`src/rtl/decrypt_pipe_shift_core.sv`:
```
// Two-stage rotating-key shift decrypter: stage 1 classifies the byte and captures
// its key, stage 2 shifts alphabetic characters back by that key modulo 26.
module decrypt_pipe_shift_core (
    input  logic       clk,
    input  logic       rst,
    input  logic       start,
    input  logic [7:0] k1,
    input  logic [7:0] k2,
    input  logic [7:0] k3,
    input  logic [2:0] rot_freq,
    input  logic       shift_en,
    input  logic       mode,
    input  logic [7:0] din,
    input  logic       din_valid,
    output logic       din_ready,
    output logic [7:0] dout,
    output logic       dout_valid,
    input  logic       dout_ready,
    output logic       dout_alpha,
    output logic       busy
);
    localparam int DATA_W = 8;

    function automatic logic [4:0] mod26(input logic [DATA_W-1:0] k);
        return 5'(k % 8'd26);
    endfunction

    // The offset minus the key lies in -25..25, so a single +26 wraps it back into range.
    function automatic logic [DATA_W-1:0] unshift(input logic [DATA_W-1:0] b,
                                                  input logic up,
                                                  input logic [4:0] key);
        logic [DATA_W-1:0] base;
        logic [DATA_W-1:0] diff;
        logic signed [5:0] t;
        base = up ? 8'd65 : 8'd97;
        diff = b - base;
        t = $signed(diff[5:0]) - $signed({1'b0, key});
        if (t < 6'sd0)
            t = t + 6'sd26;
        return base + {2'b00, t};
    endfunction

    logic [4:0] km1, km2, km3;
    logic [2:0] rf_q;
    logic       act_q;
    logic [1:0] key_sel;
    logic [2:0] cnt;

    logic       stall, accept;
    logic       in_up, in_lo, in_alpha;
    logic [4:0] key_cur;

    logic              vld_p1;
    logic [DATA_W-1:0] b_p1;
    logic              up_p1;
    logic              alpha_p1;
    logic [4:0]        key_p1;

    assign stall     = dout_valid & ~dout_ready;
    assign din_ready = ~start & ~stall;
    assign accept    = din_valid & din_ready;
    assign busy      = vld_p1 | dout_valid;

    assign in_up    = (din >= 8'd65) && (din <= 8'd90);
    assign in_lo    = (din >= 8'd97) && (din <= 8'd122);
    assign in_alpha = act_q & (in_up | in_lo);

    always_comb begin
        case (key_sel)
            2'd1:    key_cur = km2;
            2'd2:    key_cur = km3;
            default: key_cur = km1;
        endcase
    end

    always_ff @(posedge clk or negedge rst) begin
        if (!rst) begin
            km1     <= '0;
            km2     <= '0;
            km3     <= '0;
            rf_q    <= '0;
            act_q   <= 1'b0;
            key_sel <= '0;
            cnt     <= '0;
        end else if (start) begin
            km1     <= mod26(k1);
            km2     <= mod26(k2);
            km3     <= mod26(k3);
            rf_q    <= rot_freq;
            act_q   <= shift_en & mode;
            key_sel <= '0;
            cnt     <= '0;
        end else if (accept && in_alpha && rf_q != 3'd0) begin
            if (cnt == rf_q - 3'd1) begin
                cnt     <= '0;
                key_sel <= (key_sel == 2'd2) ? 2'd0 : key_sel + 2'd1;
            end else begin
                cnt <= cnt + 3'd1;
            end
        end
    end

    // Stage 1: capture byte, class and key
    always_ff @(posedge clk or negedge rst) begin
        if (!rst)
            vld_p1 <= 1'b0;
        else if (!stall)
            vld_p1 <= accept;
    end

    always_ff @(posedge clk) begin
        if (accept) begin
            b_p1     <= din;
            up_p1    <= in_up;
            alpha_p1 <= in_alpha;
            key_p1   <= key_cur;
        end
    end

    // Stage 2: shift back and register outputs
    always_ff @(posedge clk or negedge rst) begin
        if (!rst) begin
            dout       <= '0;
            dout_valid <= 1'b0;
            dout_alpha <= 1'b0;
        end else if (!stall) begin
            dout_valid <= vld_p1;
            if (vld_p1) begin
                dout       <= alpha_p1 ? unshift(b_p1, up_p1, key_p1) : b_p1;
                dout_alpha <= alpha_p1;
            end
        end
    end
endmodule
```
`config.mk`:
```
export PLATFORM = sky130hd
export DESIGN_NAME = decrypt_pipe_shift_core
export DESIGN_NICKNAME = d
export VERILOG_FILES = /design/src/rtl/decrypt_pipe_shift_core.sv
export SDC_FILE = /design/constraint.sdc
export NUM_CORES = 1
export LEC_CHECK = 0
export ABC_AREA = 0
export BUFFER_PORTS_ARGS = -buffer_cell sky130_fd_sc_hd__buf_4
export CAP_MARGIN = 10
export CORE_UTILIZATION = 45
export CTS_CLUSTER_DIAMETER = 40
export DETAILED_ROUTE_END_ITERATION = 12
export HOLD_SLACK_MARGIN = 0.08
export SLEW_MARGIN = 40
export SYNTH_ARGS = -nofsm -noshare
export SYNTH_HDL_FRONTEND = slang
export SYNTH_SLANG_ARGS = --single-unit
```
`constraint.sdc`:
```
create_clock -name clk -period 7.6 [get_ports clk]
set_clock_uncertainty 0.15 [all_clocks]
set_input_delay 1.14 -clock clk [delete_from_list [all_inputs] [get_ports clk]]
set_output_delay 1.14 -clock clk [all_outputs]
set_load 0.02 [all_outputs]
```
==> reports/summary.log, run 1 <==
qor: run.max_cap_viol_count 0
qor: critical_path.critical_path.slowest_cell sky130_fd_sc_hd__mux2_2
qor: logic_synthesis.synthXorXnorAreaFrac 3.93%
qor: timing.setup_slack 3.81 ns
qor: logic_synthesis.synth_simple_gate_area_share 20.3%
qor: clocking.clockBufferDepth 2
qor: logic_synthesis.netlist_area 4230 sq um
qor: drt.dr.first_iter.drc_count 153
qor: logic_synthesis.syn-mean-instance-area 8.38 sq um
qor: drt.vias_per_cell 5.68
qor: floorplan.initial_core_util 46.0%
qor: grt.grt_overflow 0
qor: pwr.total_switching_power 0.336 mW
qor: layout.drive_gt1_share 16.1%
qor: logic_synthesis.async_reset_ff_share 70.0%
qor: drt.dr_total_vias 3670
qor: logic_synthesis.synth_compound_gate_area_share 25.4%
qor: drt.maxUsedRoutingLayer met4
qor: placed_design.numPortBuffers 53
qor: critical_path.critical_path.cell_chain buf_4, inv_1, ha_1, nand3b_1, mux2_2, maj3_1, mux2i_2, mux2_2, o21ai_2, a21oi_1, xnor2_1, mux2_2
qor: layout.layout_overhead_on_the_synthesized_area 11.0%
qor: logic_synthesis.synthAdderAreaFrac 6.27%
qor: pwr.power.share.combinational 43.2%
qor: layout.layout.nets 595
qor: floorplan.coreArea 9200 sq um
qor: logic_synthesis.postSynthRegisterBits 50
qor: timing.tightest_slew 0.780 ns
qor: outcome.violations design-rule violations
qor: critical_path.timing.setup.critical_path_class in2reg
qor: drt.wl_met2 4370 um
qor: layout.finalCoreUtilization 51.1%
qor: logic_synthesis.yosysUniqueCellTypes 75
qor: pwr.total_power 0.938 mW
qor: critical_path.buffers_plus_inverters_on_the_worst_setup_path 2
qor: drt.drt_pre_antenna_iters 10
qor: grt.global_route_wire_length_before_repair 15400 um
qor: grt.first_global_vias 3416
qor: clocking.cts_setup_buffers 0
qor: timing.setup-violations-final 0
qor: pwr.power_density 200 nW/um^2
qor: drt.drt-wirelength-per-cell 13.5 um
qor: timing.fin_setup_tns 0 ns
qor: critical_path.critical_path.top_delay_family multiplexers
qor: drt.ant_nets 0
qor: logic_synthesis.synth_top_family_by_area compound AO/OA/AOI/OAI gates
qor: logic_synthesis.synth.top_cell.area_share 20.7%
qor: layout.antenna_cells_inserted 0
qor: critical_path.critical_path.max_fanout 10
qor: critical_path.critical_path_capture_point_type register
qor: pwr.leakagePower 2.03 nW
qor: grt.grt_resource_usage_total 18.8%
qor: pwr.power.sequential.fraction 37.7%
qor: clocking.tritoncts_num_sinks 50
qor: logic_synthesis.synth_warnings 0
qor: logic_synthesis.number_of_instances_in_the_synthesized_netlist 505
qor: critical_path.timing.critical_path.from_type primary input
qor: critical_path.max_stage_delay 0.37 ns
qor: drt.drt-met1-wl 3960 um
qor: grt.number_of_antenna_violations_at_the_first_check_in_global_routing 0
qor: clocking.ctsResizeCount 0
qor: pwr.power_switching_share 35.9%
qor: grt.grt_start_max_net_pins 36
qor: clocking.worst_skew_pair.late_latency 0.30 ns
qor: placed_design.pre_cts_slack 3.50 ns
qor: timing.setup_repair_after_global_routing_missed_its_margin false
qor: floorplan.floorplan.die_area 9800 sq um
qor: clocking.root_buffer sky130_fd_sc_hd__clkbuf_8
qor: logic_synthesis.synth_enable_flop_cells 15
qor: floorplan.die_h 99.0 um
qor: drt.routed_wl 8750 um
qor: critical_path.worst_ep_arrival_time 3.82 ns
qor: timing.hold_viol_final 0
qor: layout.fillCellCount 863
qor: floorplan.floorplan.rows 35
qor: critical_path.cp_data_required_time 7.63 ns
qor: timing.final_min_period_over_clock_period 49.8%
qor: timing.final_period_minus_worst_setup_slack 3.79 ns
qor: logic_synthesis.synthDominantAreaCellType sky130_fd_sc_hd__dfrtp_1
qor: drt.drc_violation_count_after_routing 2
qor: layout.layout_common_cells sky130_fd_sc_hd__buf_4 (53), sky130_fd_sc_hd__nor2_1 (46), sky130_fd_sc_hd__o21ai_0 (45)
qor: clocking.path_clk_slew 0.09 ns
qor: logic_synthesis.synth_fp_nets 566
qor: timing.report.final.slew_viol_count 0
qor: clocking.tritoncts.num_buffers 5
qor: hold_path.hold_class reg2reg
qor: logic_synthesis.yosysSeqAreaShare 31.3%
qor: placed_design.dpl.hpwl 6580 um
qor: logic_synthesis.synthTopCellsByArea sky130_fd_sc_hd__dfrtp_1 (21%), sky130_fd_sc_hd__edfxtp_1 (11%), sky130_fd_sc_hd__ha_1 (5.3%)
qor: critical_path.critical-path-top-cell-by-count sky130_fd_sc_hd__mux2_2
qor: pwr.vdd_drop_max 0.101 mV
qor: pwr.power_frac_clock 19.1%
qor: timing.max_slew_margin 47.9%
qor: clocking.tritoncts yes
qor: timing.whs 0.332 ns
qor: logic_synthesis.synth_mux_area_share 5.38%
qor: pwr.p_int 0.601 mW
qor: clocking.clock_tree.htree_level_count 2
qor: clocking.hold_buffers 0
qor: floorplan.dieWidth 99.0 um
qor: drt.wl_met3 315 um
qor: outcome.result_of_the_run complete, but fails checks
qor: layout.most_frequent_standard_cell_in_the_layout_excluding_fill_and_tap_cells sky130_fd_sc_hd__buf_4
qor: placed_design.placer_congestion 0.866
qor: timing.fmax 264 MHz
qor: floorplan.boundaryPins 54
qor: logic_synthesis.synth_top_flop_cell sky130_fd_sc_hd__dfrtp_1
## final timing paths
path / from / end / slack [ns] / cells past startpoint
hold reg to reg: dout_alpha / dout_alpha / 0.33 / 2
min in group asynchronous: rst / dout[3] / 0.62 / 1
setup reg to reg: b_p1[3] / dout[4] / 4.04 / 16
hold / removal: dout_alpha / dout_alpha / 0.33 / 2
setup / recovery: k1[4] / km1[1] / 3.81 / 12
max in group asynchronous: rst / km3[3] / 6.35 / 1
## per-stage QoR
stage | instance area [sq um] | cells
detailed placement | 4590 | 638
CTS | 4700 | 646
floorplan | 4230 | 505
finish | 4700 | 646
global route | 4700 | 646
global placement | 4590 | 638
## routing by layer
metal / vias up / GRT usage [%]
met5: - / 0
met4: 0 / 4.71
met3: 10 / 2.55
met2: 78 / 33.0
met1: 1692 / 24.3
li1: 1890 / -
## power by group through the flow
stage                     clock, mW  sequential, mW  combinational, mW
after floorplan                   0           0.376              0.280
after global placement            0           0.359              0.399
after detailed placement          0           0.360              0.406
after CTS                     0.184           0.355              0.408
after global routing          0.196           0.360              0.459
final                         0.179           0.354              0.405
## cell type report
class	count	area, sq um	area share [%]
multi-input cells	390	2590	55.2
repair buffers	53	398	8.47
clock buffers	8	111	2.37
inverters	34	128	2.72
well taps	111	139	2.96
flip-flops and latches	50	1330	28.2
## Yosys cell counts, types with 3 or more instances
master	n
sky130_fd_sc_hd__nor2_1	46
sky130_fd_sc_hd__o21ai_0	45
sky130_fd_sc_hd__nand2_1	39
sky130_fd_sc_hd__a21oi_1	38
sky130_fd_sc_hd__dfrtp_1	35
sky130_fd_sc_hd__inv_1	34
sky130_fd_sc_hd__clkbuf_1	22
sky130_fd_sc_hd__ha_1	18
sky130_fd_sc_hd__edfxtp_1	15
sky130_fd_sc_hd__xnor2_1	12
sky130_fd_sc_hd__mux2_2	11
sky130_fd_sc_hd__nand3_1	11
sky130_fd_sc_hd__nand2b_1	10
sky130_fd_sc_hd__mux2i_1	9
sky130_fd_sc_hd__o31ai_1	9
sky130_fd_sc_hd__and2_1	8
sky130_fd_sc_hd__o22ai_1	7
sky130_fd_sc_hd__xor2_1	7
sky130_fd_sc_hd__a22oi_1	6
sky130_fd_sc_hd__a31oi_1	6
sky130_fd_sc_hd__nand3b_1	6
sky130_fd_sc_hd__o211ai_1	6
sky130_fd_sc_hd__a211oi_1	5
sky130_fd_sc_hd__and3_1	5
sky130_fd_sc_hd__clkbuf_8	5
sky130_fd_sc_hd__nor2b_1	5
sky130_fd_sc_hd__a21o_1	4
sky130_fd_sc_hd__nor3_1	4
sky130_fd_sc_hd__nor4_1	4
sky130_fd_sc_hd__o21a_1	4
sky130_fd_sc_hd__o21bai_1	4
sky130_fd_sc_hd__nand4b_1	3
sky130_fd_sc_hd__nor3b_1	3
sky130_fd_sc_hd__o311ai_0	3
sky130_fd_sc_hd__or2_2	3
## cell families after synthesis
kind of cell / count (synthesis)
buffers and inverters: 65
xor gates and xnor gates: 19
and+or+nand+nor: 165
DFF: 50
adders and majority gates: 21
muxes: 21
AOI/OAI and AO/OA: 164
## worst register-to-register path: stages (launching register included)
cell and delay [ns]:
sky130_fd_sc_hd__edfxtp_1 0.35, sky130_fd_sc_hd__inv_1 0.06, sky130_fd_sc_hd__ha_1 0.27, sky130_fd_sc_hd__inv_1 0.04, sky130_fd_sc_hd__ha_1 0.29, sky130_fd_sc_hd__inv_1 0.05
sky130_fd_sc_hd__a31oi_1 0.17, sky130_fd_sc_hd__o21ai_0 0.13, sky130_fd_sc_hd__and3_1 0.23, sky130_fd_sc_hd__or2_2 0.32, sky130_fd_sc_hd__xnor2_1 0.26, sky130_fd_sc_hd__ha_1 0.26
sky130_fd_sc_hd__o21ai_0 0.16, sky130_fd_sc_hd__mux2i_1 0.15, sky130_fd_sc_hd__o21ai_0 0.25, sky130_fd_sc_hd__mux2i_1 0.23, sky130_fd_sc_hd__nand2_1 0.07
## sequential cells by signal (all words and copies together) (netlist names)
| name | flops |
|---|---|
| dout_alpha | 1 |
| dout_valid | 1 |
| km2 | 5 |
| cnt | 3 |
| km3 | 5 |
| rf_q | 3 |
| key_sel | 2 |
| b_p1 | 8 |
| vld_p1 | 1 |
| alpha_p1 | 1 |
| km1 | 5 |
| dout | 8 |
| up_p1 | 1 |
| key_p1 | 5 |
| act_q | 1 |
No activity file was read; power rests on OpenSTA's default activity.
==> run 2: changes to the inputs <==
- clock period: 7.6 -> 3.7 ns (I/O delays scaled with it)
==> run 2 against run 1 <==
  * The run still ends with design-rule violations left
  * Combinational power increased by 110%
  * Largest power group unchanged
  * Total power is 100% higher
  * Clock power is 74% higher
  * Count of clock-buffer cells in the layout decreased by 3
  * Core utilization is 0.068 points higher
  * Via count increased by 0.82%
  * Sequential power grew 110%
  * Highest routed layer unchanged
  * Final area is 0.13% higher
  * Worst setup slack worse by 3.5 ns
==> reports/summary.log, run 2 (synthesized netlist as in run 1, its figures left out) <==
qor: outcome.result_of_the_run complete, but fails checks
qor: outcome.violations design-rule violations
qor: placed_design.numPortBuffers 53 [unchanged]
qor: timing.setup-violations-final 0 [unchanged]
qor: clocking.clock_tree.htree_level_count 2 [unchanged]
qor: floorplan.boundaryPins 54 [unchanged]
qor: layout.layout_common_cells sky130_fd_sc_hd__buf_4 (56), sky130_fd_sc_hd__nor2_1 (46), sky130_fd_sc_hd__o21ai_0 (45)
qor: clocking.root_buffer sky130_fd_sc_hd__clkbuf_8
qor: pwr.power_density 400 nW/um^2 [+100%]
qor: floorplan.die_h 99.0 um [unchanged]
qor: layout.drive_gt1_share 16.3% [+0.25 points]
qor: timing.fmax 294 MHz
qor: timing.whs 0.283 ns [-0.0488 ns]
qor: critical_path.critical_path.cell_chain inv_1, ha_1, inv_1, ha_1, inv_1, a31oi_1, o21ai_0, and3_1, or2_2, xnor2_1, ha_1, o21ai_0, mux2i_1, o21ai_0, mux2i_1, nand2_1
qor: timing.tightest_slew 0.805 ns [+0.0257 ns]
qor: critical_path.reg2regPathDepth 16 [unchanged]
qor: pwr.vdd_drop_max 0.172 mV [+70%]
qor: critical_path.timing.critical_path.from_type register
qor: clocking.tritoncts yes
qor: drt.dr_total_vias 3700 [+0.82%]
qor: clocking.clockBufferDepth 2 [unchanged]
qor: drt.drt_pre_antenna_iters 8 [-2]
qor: grt.grt_overflow 0 [unchanged]
qor: clocking.tritoncts.num_buffers 5 [unchanged]
qor: critical_path.worst_ep_arrival_time 3.45 ns [-0.37 ns]
qor: layout.layout_overhead_on_the_synthesized_area 11.1%
qor: placed_design.dpl.hpwl 6670 um [+1.3%]
qor: layout.antenna_cells_inserted 0 [unchanged]
qor: critical_path.critical_path.top_delay_family adder cells
qor: hold_path.hp-start din[6]
qor: timing.final_min_period_over_clock_period 92.0%
qor: layout.layout.nets 599 [+0.67%]
qor: critical_path.buffers_plus_inverters_on_the_worst_setup_path 3 [+1]
qor: run.max_cap_viol_count 0 [unchanged]
qor: critical_path.critical_path_capture_point_type register
qor: clocking.path_clk_slew 0.10 ns [about the same]
qor: drt.drt-wirelength-per-cell 13.8 um [+2.2%]
qor: timing.setup_repair_after_global_routing_missed_its_margin false
qor: timing.report.final.slew_viol_count 0 [unchanged]
qor: critical_path.timing.setup.critical_path_class reg2reg
qor: clocking.tritoncts_num_sinks 50 [unchanged]
qor: grt.grt_resource_usage_total 18.9% [+0.14 points]
qor: floorplan.initial_core_util 46.0% [unchanged]
qor: layout.most_frequent_standard_cell_in_the_layout_excluding_fill_and_tap_cells sky130_fd_sc_hd__buf_4
qor: drt.drc_violation_count_after_routing 2 [unchanged]
qor: grt.global_route_wire_length_before_repair 15400 um [+0.27%]
qor: critical_path.cp_data_required_time 3.75 ns [-3.88 ns]
qor: drt.ant_nets 0 [unchanged]
qor: layout.top_regs b_p1 x8, dout x8
qor: floorplan.dieWidth 99.0 um [unchanged]
qor: grt.number_of_antenna_violations_at_the_first_check_in_global_routing 0 [unchanged]
qor: grt.first_global_vias 3356 [-1.8%]
qor: grt.grt_start_max_net_pins 36 [unchanged]
qor: critical_path.max_stage_delay 0.36 ns [about the same]
qor: timing.final_period_minus_worst_setup_slack 3.41 ns
qor: critical_path.critical_path.slowest_cell sky130_fd_sc_hd__edfxtp_1
qor: layout.finalCoreUtilization 51.1% [+0.068 points]
qor: clocking.ctsResizeCount 0 [unchanged]
qor: hold_path.hold_class in2reg
qor: timing.max_slew_margin 46.2% [-1.7 points]
qor: floorplan.coreArea 9200 sq um [unchanged]
qor: clocking.worst_skew_pair.late_latency 0.30 ns [about the same]
qor: critical_path.rr_endpoint dout[4]
qor: pwr.leakagePower 2.03 nW [+0.28%]
qor: floorplan.floorplan.rows 35 [unchanged]
qor: hold_path.min_to b_p1[6]
qor: drt.dr.first_iter.drc_count 132 [-14%]
qor: critical_path.worstReg2RegStart b_p1[3]
qor: drt.routed_wl 8990 um [+2.8%]
qor: placed_design.placer_congestion 0.852 [-1.7%]
qor: timing.fin_setup_tns 0 ns [unchanged]
qor: hold_path.worst_hold_path.num_cells 1 [-1]
qor: timing.hold_viol_final 0 [unchanged]
qor: drt.vias_per_cell 5.69 [+0.20%]
qor: critical_path.critical_path.max_fanout 6 [-4]
qor: floorplan.floorplan.die_area 9800 sq um [unchanged]
qor: critical_path.r2r_setup_slack 0.29 ns [-3.75 ns]
run 2: cell count changes in the layout (fill, tap and decap cells not counted):
cell / before / now
sky130_fd_sc_hd__buf_4: 53 / 56
sky130_fd_sc_hd__clkbuf_1: 1 / 0
sky130_fd_sc_hd__clkbuf_16: 1 / 0
sky130_fd_sc_hd__clkinv_1: 0 / 2
sky130_fd_sc_hd__clkinv_4: 0 / 1
sky130_fd_sc_hd__clkbuf_8: 6 / 5
sky130_fd_sc_hd__dlygate4sd3_1: 0 / 1
run 2: layout make-up:
type / count / area (sq um)
clock inverter: 3 / 16.3
clock buffer: 5 / 68.8
multi-input combinational: 390 / 2590
inverter: 34 / 128
sequential: 50 / 1330
tap: 111 / 139
fill: 899 / 4490
timing repair buffer: 57 / 430
run 2: report_power, final:
part	internal (mW)	leakage, nW	switching (mW)
Combinational	0.373	1.42	0.467
Clock	0.130	0.0432	0.182
Sequential	0.674	0.569	0.0558
run 2: worst max-delay path by stage:
stage               startpoint  endpoint  slack, ns  cells after the start
floorplan                k1[4]    km1[1]       0.40                     12
detailed placement       k1[4]    km1[3]       0.17                     12
finish                 b_p1[3]   dout[4]       0.29                     16
global placement         k1[4]    km1[1]       0.24                     12
CTS                    b_p1[3]   dout[4]       0.30                     16
global route           b_p1[3]   dout[4]       0.07                     16
run 2: worst reg2reg max path, cell delays in order, from the launching register on:
cell and delay, ns:
sky130_fd_sc_hd__edfxtp_1 0.36, sky130_fd_sc_hd__inv_1 0.05, sky130_fd_sc_hd__ha_1 0.26, sky130_fd_sc_hd__inv_1 0.04
sky130_fd_sc_hd__ha_1 0.29, sky130_fd_sc_hd__inv_1 0.05, sky130_fd_sc_hd__a31oi_1 0.19, sky130_fd_sc_hd__o21ai_0 0.13
sky130_fd_sc_hd__and3_1 0.23, sky130_fd_sc_hd__or2_2 0.33, sky130_fd_sc_hd__xnor2_1 0.23, sky130_fd_sc_hd__ha_1 0.25
sky130_fd_sc_hd__o21ai_0 0.14, sky130_fd_sc_hd__mux2i_1 0.14, sky130_fd_sc_hd__o21ai_0 0.21, sky130_fd_sc_hd__mux2i_1 0.21
sky130_fd_sc_hd__nand2_1 0.06
run 2: per-layer routing:
metal,up-vias,global-route usage (%),part of all wire [%]
li1,1894,-,-
met1,1717,24.3,47
met5,-,0,0
met4,0,4.94,0.88
met2,83,33.6,49
met3,6,2.27,3.3
run 2: per-stage QoR:
stage | cell area, sq um | cells | power, mW | worst slack [ns]
2_1_floorplan | 4230 | 505 | 1.35 | 0.397
3_3_place_gp | 4610 | 641 | 1.57 | 0.244
3_5_place_dp | 4610 | 641 | 1.58 | 0.171
4_1_cts | 4700 | 650 | 1.90 | 0.304
5_1_grt | 4700 | 650 | 2.04 | 0.0716
6_report | 4700 | 650 | 1.88 | 0.294
run 2: repair_timing:
item	4_1_cts	5_1_grt
hold endpoints to repair	35	0
hold buffers	1	0
buffers inserted	0	0
